File: src/rtl/alu_serial_deser.sv
`default_nettype none
// ============================================================================
//  Module      : alu_serial_deser
//  Description : Input stage of the serial ALU. Deserialises 11-bit frames
//                from the 1-bit sin stream into {B,A,op} packets, checks
//                framing, CRC4 and opcode, and presents either a decoded
//                packet or an error code to the ALU core over valid/ready.
//  Revision    : 1.0 - initial release
// ============================================================================
module alu_serial_deser #(
  parameter int DATA_W = 32
) (
  input  logic              clk,
  input  logic              rst,
  input  logic              sin,
  output logic              out_valid,
  input  logic              out_ready,
  output logic [DATA_W-1:0] out_a,
  output logic [DATA_W-1:0] out_b,
  output logic [2:0]        out_op,
  output logic [2:0]        out_err,
  output logic              overrun
);

  localparam int             NFR   = 2 * DATA_W / 8;
  localparam int             CW    = $clog2(NFR + 1);
  localparam logic [CW-1:0]  NFR_C = CW'(NFR);
  localparam int             PW    = 2 * DATA_W;

  localparam logic [1:0] S_IDLE = 2'd0;
  localparam logic [1:0] S_FLAG = 2'd1;
  localparam logic [1:0] S_PAY  = 2'd2;
  localparam logic [1:0] S_STOP = 2'd3;

  localparam logic [2:0] ERR_DATA = 3'b100;
  localparam logic [2:0] ERR_CRC  = 3'b010;
  localparam logic [2:0] ERR_OP   = 3'b001;

  // CRC4, polynomial x^4+x+1, initial value 0, message consumed MSB first
  function automatic logic [3:0] crc4(input logic [PW+3:0] msg);
    logic [3:0] c;
    logic       fb;
    c = 4'h0;
    for (int i = PW + 3; i >= 0; i--) begin
      fb = c[3] ^ msg[i];
      c  = {c[2:0], 1'b0} ^ {2'b00, fb, fb};
    end
    return c;
  endfunction

  logic [1:0]        state_q, state_d;
  logic              armed_q;      // start detection enabled
  logic              flag_q;       // 1 = CMD frame
  logic [2:0]        bitcnt_q;
  logic [7:0]        shreg_q;
  logic [CW-1:0]     dcnt_q;
  logic [PW-1:0]     pkt_q;        // {B,A}, bytes shifted in MSB-first

  // Completed result, registered one cycle before it reaches the output stage
  logic              res_vld_q;
  logic [DATA_W-1:0] res_a_q, res_b_q;
  logic [2:0]        res_op_q, res_err_q;

  logic              out_valid_q, overrun_q;
  logic [DATA_W-1:0] out_a_q, out_b_q;
  logic [2:0]        out_op_q, out_err_q;

  // Frame-level decisions taken while sampling the stop bit
  logic              fire;
  logic              shift_en;
  logic [2:0]        err;
  logic [2:0]        cmd_op;
  logic [3:0]        cmd_crc;
  logic              op_ok;
  logic              load;

  assign cmd_op  = shreg_q[6:4];
  assign cmd_crc = shreg_q[3:0];
  assign op_ok   = (cmd_op == 3'b000) || (cmd_op == 3'b001) ||
                   (cmd_op == 3'b100) || (cmd_op == 3'b101);

  // Bit FSM state register
  always_ff @(posedge clk) begin
    if (rst) state_q <= S_IDLE;
    else     state_q <= state_d;
  end

  // Bit FSM next-state: start bit is sampled in IDLE only once re-armed
  always_comb begin
    state_d = state_q;
    case (state_q)
      S_IDLE: if (armed_q && !sin) state_d = S_FLAG;
      S_FLAG: state_d = S_PAY;
      S_PAY:  if (bitcnt_q == 3'd7) state_d = S_STOP;
      S_STOP: state_d = S_IDLE;
      default: state_d = S_IDLE;
    endcase
  end

  // Bit FSM outputs: classify the frame at its stop bit, highest-priority error first
  always_comb begin
    fire     = 1'b0;
    shift_en = 1'b0;
    err      = 3'b000;
    if (state_q == S_STOP) begin
      if (!sin) begin
        fire = 1'b1;
        err  = ERR_DATA;
      end else if (!flag_q) begin
        if (dcnt_q == NFR_C) begin
          fire = 1'b1;
          err  = ERR_DATA;
        end else begin
          shift_en = 1'b1;
        end
      end else if (dcnt_q != NFR_C) begin
        fire = 1'b1;
        err  = ERR_DATA;
      end else if (cmd_crc != crc4({pkt_q, 1'b1, cmd_op})) begin
        fire = 1'b1;
        err  = ERR_CRC;
      end else if (!op_ok) begin
        fire = 1'b1;
        err  = ERR_OP;
      end else begin
        fire = 1'b1;
      end
    end
  end

  // Frame capture, packet assembly and result staging
  always_ff @(posedge clk) begin
    if (rst) begin
      armed_q   <= 1'b1;
      flag_q    <= 1'b0;
      bitcnt_q  <= 3'd0;
      shreg_q   <= 8'h00;
      dcnt_q    <= '0;
      pkt_q     <= '0;
      res_vld_q <= 1'b0;
      res_a_q   <= '0;
      res_b_q   <= '0;
      res_op_q  <= 3'b000;
      res_err_q <= 3'b000;
    end else begin
      case (state_q)
        S_IDLE: if (!armed_q && sin) armed_q <= 1'b1;
        S_FLAG: begin
          flag_q   <= sin;
          bitcnt_q <= 3'd0;
        end
        S_PAY: begin
          shreg_q  <= {shreg_q[6:0], sin};
          bitcnt_q <= bitcnt_q + 3'd1;
        end
        default: ;
      endcase

      if (shift_en) begin
        pkt_q  <= {pkt_q[PW-9:0], shreg_q};
        dcnt_q <= dcnt_q + CW'(1);
      end

      if (fire) begin
        dcnt_q <= '0;
        pkt_q  <= '0;
        // An error frame may leave sin low; ignore it until a 1 is seen
        if (err != 3'b000) armed_q <= 1'b0;
      end

      res_vld_q <= fire;
      if (fire) begin
        res_err_q <= err;
        res_a_q   <= (err == 3'b000) ? pkt_q[DATA_W-1:0]  : '0;
        res_b_q   <= (err == 3'b000) ? pkt_q[PW-1:DATA_W] : '0;
        res_op_q  <= (err == 3'b000) ? cmd_op             : 3'b000;
      end
    end
  end

  // A staged result loads only into an empty slot or one being consumed this cycle
  assign load = res_vld_q && (!out_valid_q || out_ready);

  // Output holding register with valid/ready handshake and overrun flag
  always_ff @(posedge clk) begin
    if (rst) begin
      out_valid_q <= 1'b0;
      overrun_q   <= 1'b0;
      out_a_q     <= '0;
      out_b_q     <= '0;
      out_op_q    <= 3'b000;
      out_err_q   <= 3'b000;
    end else begin
      overrun_q <= res_vld_q && out_valid_q && !out_ready;
      if (load) begin
        out_valid_q <= 1'b1;
        out_a_q     <= res_a_q;
        out_b_q     <= res_b_q;
        out_op_q    <= res_op_q;
        out_err_q   <= res_err_q;
      end else if (out_valid_q && out_ready) begin
        out_valid_q <= 1'b0;
      end
    end
  end

  assign out_valid = out_valid_q;
  assign out_a     = out_a_q;
  assign out_b     = out_b_q;
  assign out_op    = out_op_q;
  assign out_err   = out_err_q;
  assign overrun   = overrun_q;

endmodule
`default_nettype wire

File: config.mk
export PLATFORM = sky130hd
export DESIGN_NAME = alu_serial_deser
export DESIGN_NICKNAME = d
export VERILOG_FILES = /design/src/rtl/alu_serial_deser.sv
export SDC_FILE = /design/constraint.sdc
export NUM_CORES = 1
export LEC_CHECK = 0
export BUFFER_PORTS_ARGS = -buffer_cell sky130_fd_sc_hd__buf_2
export CAP_MARGIN = 20
export CORE_UTILIZATION = 30
export CTS_CLUSTER_SIZE = 10
export DETAILED_ROUTE_END_ITERATION = 7
export PLACE_DENSITY_LB_ADDON = 0.08
export SYNTH_ARGS = -nofsm -noshare
export SYNTH_HDL_FRONTEND = slang
export SYNTH_SLANG_ARGS = --single-unit
File: constraint.sdc
create_clock -name clk -period 4.2 [get_ports clk]
set_clock_uncertainty 0.05 [all_clocks]
set_input_delay 0.21 -clock clk [delete_from_list [all_inputs] [get_ports clk]]
set_output_delay 0.21 -clock clk [all_outputs]
set_load 0.01 [all_outputs]
==> flow_metrics.env, run 1 <==
export IMPL_clkSinkCount=226
export IMPL_route_detailed_drc=0
export IMPL_synth_cells=910
export IMPL_synth_top_cell_area_share_pct=51.1
export IMPL_min_period_ns=4.10
export IMPL_num_rows=62
export IMPL_start_kind="flop"
export IMPL_dp_cells=1338
export IMPL_tritoncts="yes"
export IMPL_routedWlPerCell_um=17.1
export IMPL_status="finished, final reports clean"
export IMPL_ys_flop_type="dfxtp_1"
export IMPL_arrival_ns=4.52
export IMPL_routed_wl_um=23800
export IMPL_max_freq_ghz=0.244
export IMPL_pin_count=76
export IMPL_grt_max_degree=60
export IMPL_vias=6590
export IMPL_syn_area_um2=8860
export IMPL_synth_commonest_cells="226 x dfxtp_1, 148 x nand2_1, 87 x nor2_1"
export IMPL_dr_pass1_iters=4
export IMPL_fin_util_pct=37.6
export IMPL_ir_worst_vdd_v=0.00200
export IMPL_path_class="reg2reg"
export IMPL_gp_congestion=0.768
export IMPL_cts_buffers=28
export IMPL_clockRootBuffer="clkbuf_16"
export IMPL_h_tree_depth=1
export IMPL_p_leak_nw=4.28
export IMPL_synth_top_area_cell="dfxtp_1"
export IMPL_drt_initial_drc_count=370
export IMPL_die_h_um=174
export IMPL_slew_headroom_pct=30.1
export IMPL_n_antenna_cell=0
export IMPL_max_cap_viol_count=0
export IMPL_synth_edff_count=0
export IMPL_ys_warnings_count=0
export IMPL_vias_per_cell=4.74
export IMPL_stdcell_count=1391
export IMPL_cts_buffer_depth=3
export IMPL_worst_path_max_fanout=7
export IMPL_core_um2=28900
export IMPL_finalCritPeriodShare_pct=97.6
export IMPL_yosysSeqAreaShare_pct=51.1
export IMPL_die_area_um2=30200
export IMPL_tightest_slew_ns=1.05
export IMPL_fin_nets=1009
export IMPL_grt_pass1_wl_um=36900
export IMPL_hold_viol=0
export IMPL_hp_class="in2reg"
export IMPL_start_util_pct=30.7
export IMPL_antenna_found_initial=0
export IMPL_grt_usage_pct=15.2
export IMPL_ys_types=43
export IMPL_grt_setup_unrepaired="true"
export IMPL_maxSlewViolCount=0
export IMPL_synthesis_nets=924
export IMPL_finalSetupViolCount=0
export IMPL_fp_dieW_um=174
export IMPL_grt_pass1_vias=6429
export IMPL_portBuffers=75
export IMPL_gr_total_overflow=0
export IMPL_avgSynthCellArea_um2=9.74
export IMPL_drive_gt1_share_pct=19.0
export IMPL_area_growth_pct=22.5
export IMPL_total_power_mw=12.7
export IMPL_insertion_delay_ns=0.53
export IMPL_dp_hpwl_um=15400
export IMPL_hold_depth=3
export IMPL_drtAntennaViolNets=0
export IMPL_worstPathRequired_ns=4.62
export IMPL_power_density_nw_per_um2=1170
export IMPL_fin_setup_tns_ns=0
export IMPL_synth_area_leaders="dfxtp_1 51%, a22o_1 6.5%, nand2_1 6.3%"
export IMPL_ys_async_sr_fraction_pct=0
export IMPL_ys_seq_elements=226
export IMPL_r2r_cells=13
export IMPL_end_kind="flop"
export IMPL_clk_pin_slew_ns=0.05
export IMPL_yosysMostFrequentCell="dfxtp_1"
[power breakdown]
part	internal (mW)	total, mW	switching (mW)
logic	4.43	7.95	3.52
clock network	1.37	2.24	0.875
registers	2.29	2.49	0.202
total	8.09	12.7	4.59
[metal layers]
layer	vias up	GRT usage [%]	wire [um]	share of wire, %
li1	3308	-	-	-
met1	3136	22.1	11900	50
met2	117	23.6	10700	45
met3	29	2.26	899	3.8
met4	0	3.55	322	1.4
met5	-	0	0	0
[path summary, 6_finish.rpt]
kind	start	to	slack, ns
min reg2reg	out_a[23]	out_a[23]	0.40
max	pkt_q[52]	res_a_q[5]	0.1
max reg2reg	pkt_q[52]	res_a_q[5]	0.1
min	sin	res_err_q[1]	0.04
[timing repair]
item	in CTS	in global routing
setup endpoints to repair	0	66
gates resized for setup	0	25
setup buffers	0	5
endpoints found under the hold margin	2	0
hold buffers	1	0
[critical path: stages (launching register included)]
cell	delay (ns)
dfxtp_1	0.35
xnor3_2	0.45
xnor3_1	0.39
xor3_1	0.27
xor3_2	0.32
xnor3_1	0.25
xnor3_2	0.45
o311a_1	0.31
o32ai_2	0.30
nand2b_1	0.16
a21oi_4	0.26
buf_12	0.17
clkbuf_16	0.16
a22o_1	0.13
[cell families after synthesis]
kind of cell,synth area share (%)
adders and majority gates,1.41
buffers and inverters,3.50
muxes,1.26
and+or+nand+nor,11.9
xor gates and xnor gates,14.2
AOI/OAI and AO/OA,16.6
DFF,51.1
[flip-flops by register name (all words and copies together), names as in the netlist, 4 cells and up]
signal / flops
out_b: 32
out_a: 32
shreg_q: 8
dcnt_q: 4
res_b_q: 32
pkt_q: 64
res_a_q: 32
[through the flow]
step / setup slack, ns / hold slack, ns / instance area (um^2)
after floorplan: 0.280 / 0.375 / 8860
after global routing: -0.0591 / 0.0532 / 10900
after detailed placement: 0.0708 / 0.393 / 9760
after global placement: 0.109 / 0.390 / 9760
final: 0.0998 / 0.0383 / 10900
after CTS: 0.0408 / 0.0208 / 10600
[placed cells by master, fill, tap and decap left out, drive strengths merged, types with 4 or more instances in the layout]
cell | netlist | final
nand2 | 148 | 148
nand3 | 4 | 4
dfxtp | 226 | 226
nand2b | 7 | 7
clkbuf | 54 | 42
o22ai | 64 | 64
xnor2 | 64 | 64
xor2 | 19 | 19
xor3 | 4 | 4
mux2i | 10 | 10
ha | 10 | 10
nor3 | 4 | 4
xnor3 | 19 | 19
a22o | 66 | 66
buf | 13 | 118
a21oi | 78 | 78
nor2 | 87 | 87
inv | 6 | 6
[final cells by class]
class | count | area [um^2]
clock buffer | 39 | 803
clock inverter | 3 | 40.0
fill | 2974 | 18000
inverter | 6 | 22.5
multi-input combinational | 611 | 4130
sequential | 226 | 4540
tap | 384 | 480
timing repair buffer | 122 | 836
No activity file was read; power rests on OpenSTA's default activity.
==> run 2: changes to the inputs <==
- CORE_ASPECT_RATIO: not set -> 1.2
- clock period: 4.2 -> 4.07 ns (I/O delays scaled with it)
==> run 2 against run 1 <==
Net effect: combinational power grew 3.3%; cell area fell by 0.83%; routed wire length decreased by 0.23%; sequential cell count unchanged; clock power decreased by 8%; total power rose by 1.2%; final cell count barely moved; via count decreased by 1.5%; sequential power is 3% higher; largest cell class unchanged; highest routed layer unchanged.
==> flow_metrics.env, run 2 (synthesized netlist as in run 1, its figures left out) <==
export IMPL_path_class="reg2reg"
export IMPL_hp_class="in2reg"
export IMPL_place_ws_ns=0.0304
export IMPL_slowest_stage="xor3_2"
export IMPL_drt_initial_drc_count=318
export IMPL_die_area_um2=30200
export IMPL_vias_per_cell=4.66
export IMPL_start_util_pct=30.6
export IMPL_start_kind="flop"
export IMPL_routedWlPerCell_um=17.1
export IMPL_slowest_delay_ns=0.46
export IMPL_h_tree_depth=1
export IMPL_regMostFlops="pkt_q"
export IMPL_core_um2=28900
export IMPL_insertion_delay_ns=0.52
export IMPL_max_cap_viol_count=0
export IMPL_finalCritPeriodShare_pct=99.2
export IMPL_cts_buffer_depth=3
export IMPL_fin_nets=1014
export IMPL_ir_worst_vdd_v=0.00148
export IMPL_route_detailed_drc=0
export IMPL_slew_headroom_pct=41.0
export IMPL_grt_usage_pct=15.3
export IMPL_maxSlewViolCount=0
export IMPL_timing_critical_path_buf_inv=2
export IMPL_cp_top_family="XOR/XNOR gates"
export IMPL_antenna_found_initial=0
export IMPL_crit_path_frequent_cell="xnor3_1"
export IMPL_dr_pass1_iters=4
export IMPL_grt_pass1_wl_um=37100
export IMPL_cts_buffers=27
export IMPL_p_leak_nw=4.24
export IMPL_min_period_ns=4.04
export IMPL_clk_pin_slew_ns=0.06
export IMPL_drtAntennaViolNets=0
export IMPL_grt_max_degree=66
export IMPL_tightest_slew_ns=0.884
export IMPL_worstPathCellList="xnor3_2 -> xnor3_1 -> xor3_1 -> xor3_2 -> xnor3_1 -> xnor3_1 -> o311a_1 -> o32ai_2 -> nand2b_1 -> a21oi_4 -> buf_12 -> clkbuf_16 -> a22o_1"
export IMPL_area_growth_pct=21.5
export IMPL_fin_setup_tns_ns=0
export IMPL_arrival_ns=4.45
export IMPL_stdcell_count=1392
export IMPL_power_density_nw_per_um2=1190
export IMPL_num_rows=68
export IMPL_worstPathRequired_ns=4.48
export IMPL_grt_pass1_vias=6424
export IMPL_portBuffers=75
export IMPL_final_common_cell="dfxtp_1"
export IMPL_setup_slack_ns=0.0309
export IMPL_tritoncts="yes"
export IMPL_dp_hpwl_um=15500
export IMPL_hold_viol=0
export IMPL_fillers=2960
export IMPL_clockRootBuffer="clkbuf_16"
export IMPL_total_power_mw=12.8
export IMPL_finalSetupViolCount=0
export IMPL_routed_wl_um=23800
export IMPL_largest_reg_flops=64
export IMPL_vias=6489
export IMPL_die_h_um=190
export IMPL_pin_count=76
export IMPL_mostFrequentLayoutCells="222 x dfxtp_1, 147 x nand2_1, 86 x nor2_1"
export IMPL_worst_path_max_fanout=9
export IMPL_grt_setup_unrepaired="true"
export IMPL_end_kind="flop"
export IMPL_fp_dieW_um=159
export IMPL_drive_gt1_share_pct=17.7
export IMPL_max_freq_ghz=0.248
export IMPL_gp_congestion=0.781
export IMPL_n_antenna_cell=0
export IMPL_dp_cells=1342
export IMPL_gr_total_overflow=0
export IMPL_clkSinkCount=226
export IMPL_status="finished, final reports clean"
-- run 2: cell type report --
type | count | area (um^2) | area share, %
sequential | 226 | 4530 | 42.1
multi-input combinational | 611 | 4100 | 38.1
timing repair buffer | 128 | 911 | 8.46
clock buffer | 33 | 698 | 6.49
tap | 385 | 482 | 4.48
inverter | 6 | 22.5 | 0.209
clock inverter | 3 | 21.3 | 0.198
-- run 2: worst paths after layout --
path              cells after the start  slack, ns      start           to
setup / recovery                     13       0.03  pkt_q[52]  res_a_q[19]
hold / removal                        2       0.23        rst   shreg_q[0]
setup reg to reg                     13       0.03  pkt_q[52]  res_a_q[19]
hold reg to reg                       2       0.40  out_b[23]    out_b[23]
-- run 2: routing by layer --
| metal | wire length [um] | vias up | GRT usage [%] |
|---|---|---|---|
| li1 | - | 3301 | - |
| met1 | 11300 | 3067 | 20.2 |
| met2 | 11300 | 90 | 26.1 |
| met3 | 780 | 31 | 2.20 |
| met4 | 423 | 0 | 4.03 |
| met5 | 0 | - | 0 |
-- run 2: power by group --
part / internal [mW] / total (mW) / switching (mW)
combinational: 4.69 / 8.21 / 3.52
sequential: 2.36 / 2.56 / 0.197
clock: 1.19 / 2.07 / 0.880
total: 8.24 / 12.8 / 4.59
-- run 2: what timing repair did --
| item | CTS | global route |
|---|---|---|
| setup buffers | 0 | 7 |
| resized for setup | 2 | 10 |
| endpoints found under the setup margin | 14 | 66 |
| hold buffers | 2 | 0 |
| endpoints found under the hold margin | 3 | 0 |
| gates cloned | 0 | 5 |
| pin swaps | 1 | 6 |
-- run 2: per-stage QoR --
step | util (%) | area (um^2) | hold slack (ns)
2_1_floorplan | - | 8860 | 0.375
3_3_place_gp | 33.9 | 9790 | 0.392
3_5_place_dp | 33.9 | 9790 | 0.394
4_1_cts | 36.4 | 10500 | 0.213
5_1_grt | 37.2 | 10800 | 0.267
6_report | 37.2 | 10800 | 0.227
-- run 2: worst register-to-register path, stage by stage, from the launching register on --
cell	delay [ns]
dfxtp_2	0.33
xnor3_2	0.42
xnor3_1	0.37
xor3_1	0.25
xor3_2	0.46
xnor3_1	0.40
xnor3_1	0.25
o311a_1	0.32
o32ai_2	0.31
nand2b_1	0.15
a21oi_4	0.20
buf_12	0.17
clkbuf_16	0.17
a22o_1	0.13
